## config.mk

```make
export PLATFORM = sky130hd
export DESIGN_NAME = wb_flash_arbiter
export DESIGN_NICKNAME = d
export VERILOG_FILES = /design/src/rtl/wb_flash_arbiter.sv
export SDC_FILE = /design/constraint.sdc
export NUM_CORES = 1
export LEC_CHECK = 0
export CAP_MARGIN = 25
export CORE_MARGIN = 4
export CORE_UTILIZATION = 40
export DETAILED_ROUTE_END_ITERATION = 16
export DONT_BUFFER_PORTS = 1
export PLACE_DENSITY = 0.58
export SYNTH_ARGS = -nofsm -noshare
export SYNTH_HDL_FRONTEND = slang
export SYNTH_SLANG_ARGS = --single-unit
```

## constraint.sdc

```tcl
create_clock -name clk_i -period 3.3 [get_ports clk_i]
set_input_delay 0.66 -clock clk_i [delete_from_list [all_inputs] [get_ports clk_i]]
set_output_delay 0.66 -clock clk_i [all_outputs]
set_load 0.02 [all_outputs]
```

## src/rtl/wb_flash_arbiter.sv

```systemverilog
// Two-master pipelined Wishbone arbiter in front of the single NOR-flash Wishbone port.
// Master 0 is the QSPI control FSM and master 1 is the VT-scan/maintenance sequencer.
// Bus cycles (CYC high to CYC low) are granted whole and round-robin.
// The arbiter counts accepted-but-unacked requests and stalls the owner when the count reaches
// MAXINFLIGHT. If the slave stays silent for TIMEOUT cycles, the cycle is aborted with an error.
//
// Ports
//   clk_i, reset_ni                 clock, synchronous active-low reset
//   m_cyc_i/m_stb_i/m_we_i [1:0]    per-master CYC/STB/WE, bit i = master i
//   m_adr_i, m_dat_i                per-master address / write data, master i at slice i
//   m_stall_o/m_ack_o/m_err_o [1:0] per-master STALL/ACK/ERR
//   m_dat_o                         shared read data (valid with m_ack_o)
//   s_cyc_o/s_stb_o/s_we_o          slave CYC/STB/WE
//   s_adr_o, s_dat_o                slave address / write data
//   s_ack_i/s_err_i/s_stall_i       slave ACK/ERR/STALL
//   s_dat_i                         slave read data
//   gnt_o                           one-hot current owner, 00 when idle
//   timeout_o                       one-cycle pulse when a hung cycle is aborted
//   spurious_o                      one-cycle pulse on ack/err with nothing outstanding
module wb_flash_arbiter #(
  parameter int unsigned ADDRBITS    = 26,
  parameter int unsigned DATABITS    = 16,
  parameter int unsigned MAXINFLIGHT = 16,
  parameter int unsigned TIMEOUT     = 1023
) (
  input  logic                  clk_i,
  input  logic                  reset_ni,
  input  logic [1:0]            m_cyc_i,
  input  logic [1:0]            m_stb_i,
  input  logic [1:0]            m_we_i,
  input  logic [2*ADDRBITS-1:0] m_adr_i,
  input  logic [2*DATABITS-1:0] m_dat_i,
  output logic [1:0]            m_stall_o,
  output logic [1:0]            m_ack_o,
  output logic [1:0]            m_err_o,
  output logic [DATABITS-1:0]   m_dat_o,
  output logic                  s_cyc_o,
  output logic                  s_stb_o,
  output logic                  s_we_o,
  output logic [ADDRBITS-1:0]   s_adr_o,
  output logic [DATABITS-1:0]   s_dat_o,
  input  logic                  s_ack_i,
  input  logic                  s_err_i,
  input  logic                  s_stall_i,
  input  logic [DATABITS-1:0]   s_dat_i,
  output logic [1:0]            gnt_o,
  output logic                  timeout_o,
  output logic                  spurious_o
);

  localparam int unsigned CntW = $clog2(MAXINFLIGHT + 1);
  localparam int unsigned TmrW = $clog2(TIMEOUT + 1);
  localparam logic [CntW-1:0] MaxCnt  = CntW'(MAXINFLIGHT);
  localparam logic [TmrW-1:0] TmrLast = TmrW'(TIMEOUT - 1);

  typedef enum logic [1:0] {StIdle, StGnt, StAbort} state_e;

  state_e          state_q, state_d;
  logic            gnt_idx_q, gnt_idx_d;  // index of the owning master
  logic            last_q, last_d;        // master that owned the previous bus cycle
  logic [CntW-1:0] inflight_q, inflight_d;
  logic [TmrW-1:0] timer_q, timer_d;

  logic       resp;
  logic       busy;
  logic       full;
  logic       accept;
  logic       dec;
  logic       expire;
  logic [1:0] gnt_oh;

  assign resp   = s_ack_i | s_err_i;
  assign busy   = (inflight_q != '0);
  assign full   = (inflight_q == MaxCnt);
  assign gnt_oh = gnt_idx_q ? 2'b10 : 2'b01;

  always_comb begin
    state_d    = state_q;
    gnt_idx_d  = gnt_idx_q;
    last_d     = last_q;
    inflight_d = inflight_q;
    m_stall_o  = 2'b11;
    m_ack_o    = 2'b00;
    m_err_o    = 2'b00;
    m_dat_o    = s_dat_i;
    s_cyc_o    = 1'b0;
    s_stb_o    = 1'b0;
    s_we_o     = 1'b0;
    s_adr_o    = '0;
    s_dat_o    = '0;
    gnt_o      = 2'b00;
    timeout_o  = 1'b0;
    accept     = 1'b0;
    dec        = 1'b0;
    expire     = 1'b0;

    unique case (state_q)
      StIdle: begin
        if (|m_cyc_i) begin
          state_d = StGnt;
          // Contention goes to the master that did not own the previous cycle.
          gnt_idx_d = (&m_cyc_i) ? ~last_q : m_cyc_i[1];
        end
      end

      StGnt: begin
        gnt_o     = gnt_oh;
        s_cyc_o   = m_cyc_i[gnt_idx_q];
        s_stb_o   = m_stb_i[gnt_idx_q] && !full;
        s_we_o    = m_we_i[gnt_idx_q];
        s_adr_o   = gnt_idx_q ? m_adr_i[2*ADDRBITS-1 -: ADDRBITS] : m_adr_i[ADDRBITS-1:0];
        s_dat_o   = gnt_idx_q ? m_dat_i[2*DATABITS-1 -: DATABITS] : m_dat_i[DATABITS-1:0];
        m_stall_o = ~gnt_oh | ((s_stall_i || full) ? gnt_oh : 2'b00);
        expire    = busy && !resp && (timer_q == TmrLast);
        m_ack_o   = (s_ack_i && busy) ? gnt_oh : 2'b00;
        m_err_o   = ((s_err_i && busy) || expire) ? gnt_oh : 2'b00;
        timeout_o = expire;
        accept    = s_stb_o && !s_stall_i;
        dec       = resp && busy;
        if (!m_cyc_i[gnt_idx_q]) begin
          // Release abandons anything still outstanding; late acks become spurious.
          state_d    = StIdle;
          last_d     = gnt_idx_q;
          inflight_d = '0;
        end else if (expire) begin
          state_d    = StAbort;
          inflight_d = '0;
        end else begin
          inflight_d = inflight_q + CntW'(accept) - CntW'(dec);
        end
      end

      StAbort: begin
        gnt_o = gnt_oh;
        if (!m_cyc_i[gnt_idx_q]) begin
          state_d = StIdle;
          last_d  = gnt_idx_q;
        end
      end

      default: state_d = StIdle;
    endcase

    spurious_o = resp && !busy;

    // Silence timer only runs while something is outstanding and the slave says nothing.
    if (resp || !busy || (inflight_d == '0)) begin
      timer_d = '0;
    end else begin
      timer_d = timer_q + TmrW'(1);
    end

    // Keep the slave and masters quiet while reset is held.
    if (!reset_ni) begin
      m_stall_o  = 2'b11;
      m_ack_o    = 2'b00;
      m_err_o    = 2'b00;
      s_cyc_o    = 1'b0;
      s_stb_o    = 1'b0;
      s_we_o     = 1'b0;
      s_adr_o    = '0;
      s_dat_o    = '0;
      gnt_o      = 2'b00;
      timeout_o  = 1'b0;
      spurious_o = 1'b0;
    end
  end

  always_ff @(posedge clk_i) begin
    if (!reset_ni) begin
      state_q    <= StIdle;
      gnt_idx_q  <= 1'b0;
      last_q     <= 1'b1;
      inflight_q <= '0;
      timer_q    <= '0;
    end else begin
      state_q    <= state_d;
      gnt_idx_q  <= gnt_idx_d;
      last_q     <= last_d;
      inflight_q <= inflight_d;
      timer_q    <= timer_d;
    end
  end

endmodule

```

==> results by group <==
Outcome
  – Status: completed

Die
  – Die X: 80.8 um
  – Die height: 80.8 um
  – Site Rows: 26
  – Full die area: 6530 um2
  – Core Region: 5110 um2
  – Boundary pin count: 182
  – Initial core utilization: 41.5%

Critical path
  – Startpoint Class: flip-flop
  – Max FO, Critical Path: 6
  – WP data required: 3.44 ns
  – Worst path arrival time: 3.24 ns
  – Worst r2r path cells: 15
  – Cell family with most CP delay: adder cells
  – Most frequent CP cell: inv_1
  – Levels on crit path: 15
  – CP max-delay cell: fa_1
  – Max incr delay on CP: 0.39 ns
  – Cell breakdown of the critical path: inv_1 > ha_2 > nor4b_4 > nor2_1 > ha_1 > inv_1 > ha_1 > inv_1 > fa_1 > nor2b_1 > o31ai_2 > xnor3_1 > o31ai_4 > buf_4 > nor2_1
  – Crit path kind: flip-flop to flip-flop
  – Critical path buffers and inverters: 4
  – Setup crit end kind: flip-flop

Placement
  – I/O Buffers: 0
  – Dpl cell area: 2400 um2
  – RD Place Congestion: 0.799
  – Detailed placer's ending HPWL: 5430 um

Synth
  – Yosys top cell area share: 20.3%
  – Post-synthesis register bit count: 19
  – Cell with the most instances after synthesis: nor2_1
  – Mapped Nets: 397
  – Post-synth EDFFs: 0
  – Post-synth ARST share: 0%
  – Largest area contributor in the netlist: mux2i_1
  – Syn Inst Count: 274
  – Synth top cells by count: 66 x nor2_1, 43 x mux2i_1, 19 x dfxtp_1
  – Distinct cells, synth: 47
  – Ys flop type: dfxtp_1
  – Cell Area, Synth: 2120 um2
  – Synth Warn #: 0
  – Register area share after synthesis: 17.9%
  – Largest cells by area after synthesis: mux2i_1 20%, dfxtp_1 18%, nor2_1 12%
  – Syn Area/Cell: 7.74 um2

Global routing
  – Grt total ovfl: 0
  – Grt met2 use: 33.6%
  – GR Util All Layers: 18.9%
  – Routing usage on met1: 23.5%
  – Antenna violations before repair: 0
  – Largest net degree at the start of global routing: 54
  – Layer with the highest usage: met2
  – Number of global-route vias before repair: 1936
  – First-pass GRT wire length: 9740 um
  – Met3 global-route usage: 4.32%

Clocking
  – H-tree depth: 1
  – Clock Sinks: 19
  – CTS Buf Count: 3
  – Clock-pin transition on the worst setup and hold timing paths: 0.07 ns
  – Hold buffer count at CTS: 0
  – CTS tree: done
  – CTS Root Cell: clkbuf_8
  – Clock Latency Late Sink: 0.25 ns
  – CTS max path bufs: 2

Finish
  – Fill cells: 524
  – Final Core Density: 48.3%
  – Layout cells sized above 1: 22.7%
  – Nets@finish: 424
  – Final instance area: 2470 um2
  – Layout area overhead: 16.3%
  – ANT cells: 0

Power
  – Psw: 0.320 mW
  – PwrDens: 328 nW/um2
  – Sw Ratio: 39.6%
  – Maximum VDD drop: 0.000176 V
  – Power Internal: 0.489 mW
  – Combinational power share: 49.2%
  – Reg power frac: 30.6%
  – Clk pwr share: 20.3%
  – Lkg Pwr: 1.04 nW

Timing
  – Relative slew slack: 48.6%
  – Slew Viols, Final: 0
  – Crit share post-route: 93.9%
  – Max Clk Rate: 323 MHz
  – Final min period: 3.10 ns
  – Post-route setup TNS: 0 ns
  – Clock skew: 0.00344 ns
  – Hold Fails Final Rpt: 0
  – Tightest Pin Transition: 0.772 ns
  – Final setup viols: 0

Routing
  – Residual DRC count: 0
  – Post-Route WL: 6650 um
  – Post-route ant nets: 0
  – Vias/cell: 5.40
  – Routed len/inst: 18.0 um
  – DR pass1 iterations: 4
  – Vias: 1998
  – Initial DRC Count: 45

Hold path
  – Hold crit path type: primary input to flip-flop
  – Hold Path Depth: 1

Job
  – Max Cap Viol: 0
## final timing paths
path                            slack, ns           from         end
worst max register to register       0.20  inflight_q[3]  timer_q[0]
worst min-delay path                 0.49       reset_ni      last_q
worst min register to register       0.52     state_q[1]  state_q[1]
worst max-delay path                 0.20  inflight_q[3]  timer_q[0]
## kinds of logic (layout without fill, tap and decap cells)
family	after synthesis	in the layout	share of synthesized area [%]
flip-flops	19	19	17.9
multiplexers	45	45	21.4
buffers and inverters	44	70	11.3
adder cells (fa/ha/maj)	12	12	7.43
AO/OA/AOI/OAI	22	22	8.20
AND/OR/NAND/NOR	120	120	28.1
XOR/XNOR	12	12	5.61
## what timing repair did
action                                  in CTS  in global routing
setup buffers                                0                  2
endpoints found under the setup margin       0                 10
resized for setup                            0                  1
## layout make-up
class                      instances  area (um2)  share of cell area [%]
tap                               70        87.6                    3.55
multi-input combinational        211        1500                    60.9
timing repair buffer              54         405                    16.4
inverter                          12        45.0                    1.83
sequential                        19         382                    15.5
clock buffer                       4        45.0                    1.83
## cell usage in the layout, fill, tap and decap left out, types with 2 or more instances in the layout
| cell type | count |
|---|---|
| a21oi_1 | 6 |
| nand3_1 | 6 |
| a31oi_1 | 2 |
| nor2b_1 | 4 |
| nor2_1 | 66 |
| nor3b_1 | 2 |
| nand2b_1 | 2 |
| and3_1 | 5 |
| xnor2_1 | 3 |
| dfxtp_1 | 18 |
| o22ai_1 | 2 |
| clkbuf_8 | 3 |
| a21o_1 | 2 |
| nor3_1 | 3 |
| and2_1 | 3 |
| nand4_1 | 6 |
| mux2_2 | 2 |
| buf_4 | 54 |
| ha_1 | 10 |
| nand2_1 | 14 |
| mux2i_1 | 43 |
| xor2_1 | 8 |
| inv_1 | 12 |
## flip-flops by register name (all words and copies together) (netlist names)
name,cells
last_q,1
gnt_idx_q,1
inflight_q,5
timer_q,10
state_q,2
## power by group through the flow
| stage | registers (mW) | clock network, mW | logic (mW) |
|---|---|---|---|
| global route | 0.249 | 0.177 | 0.434 |
| detailed placement | 0.253 | 0 | 0.399 |
| CTS | 0.248 | 0.167 | 0.401 |
| floorplan | 0.249 | 0 | 0.327 |
| global placement | 0.253 | 0 | 0.393 |
| finish | 0.247 | 0.164 | 0.398 |
## worst reg2reg max path, delay by kind of cell (launching register included)
family,cells,cell delay (ns)
adder cells (fa/ha/maj),4,1.08
flip-flops,1,0.32
XOR/XNOR,1,0.22
AND/OR/NAND/NOR,4,0.56
buffers and inverters,4,0.44
AO/OA/AOI/OAI,2,0.35
## per-layer routing
layer	routed length, um	vias to the layer above
li1	-	969
met1	2840	948
met2	3250	77
met3	516	4
met4	36	0
met5	0	-
## metrics by stage
| stage | std cells | setup WS [ns] | hold WS (ns) | total power [mW] |
|---|---|---|---|---|
| 2_1_floorplan | 274 | 0.459 | 0.460 | 0.576 |
| 3_3_place_gp | 364 | 0.231 | 0.486 | 0.645 |
| 3_5_place_dp | 364 | 0.155 | 0.513 | 0.652 |
| 4_1_cts | 368 | 0.145 | 0.484 | 0.816 |
| 5_1_grt | 370 | -0.0148 | 0.496 | 0.860 |
| 6_report | 370 | 0.200 | 0.494 | 0.810 |
Note: power is estimated with default switching activity, not from simulation.
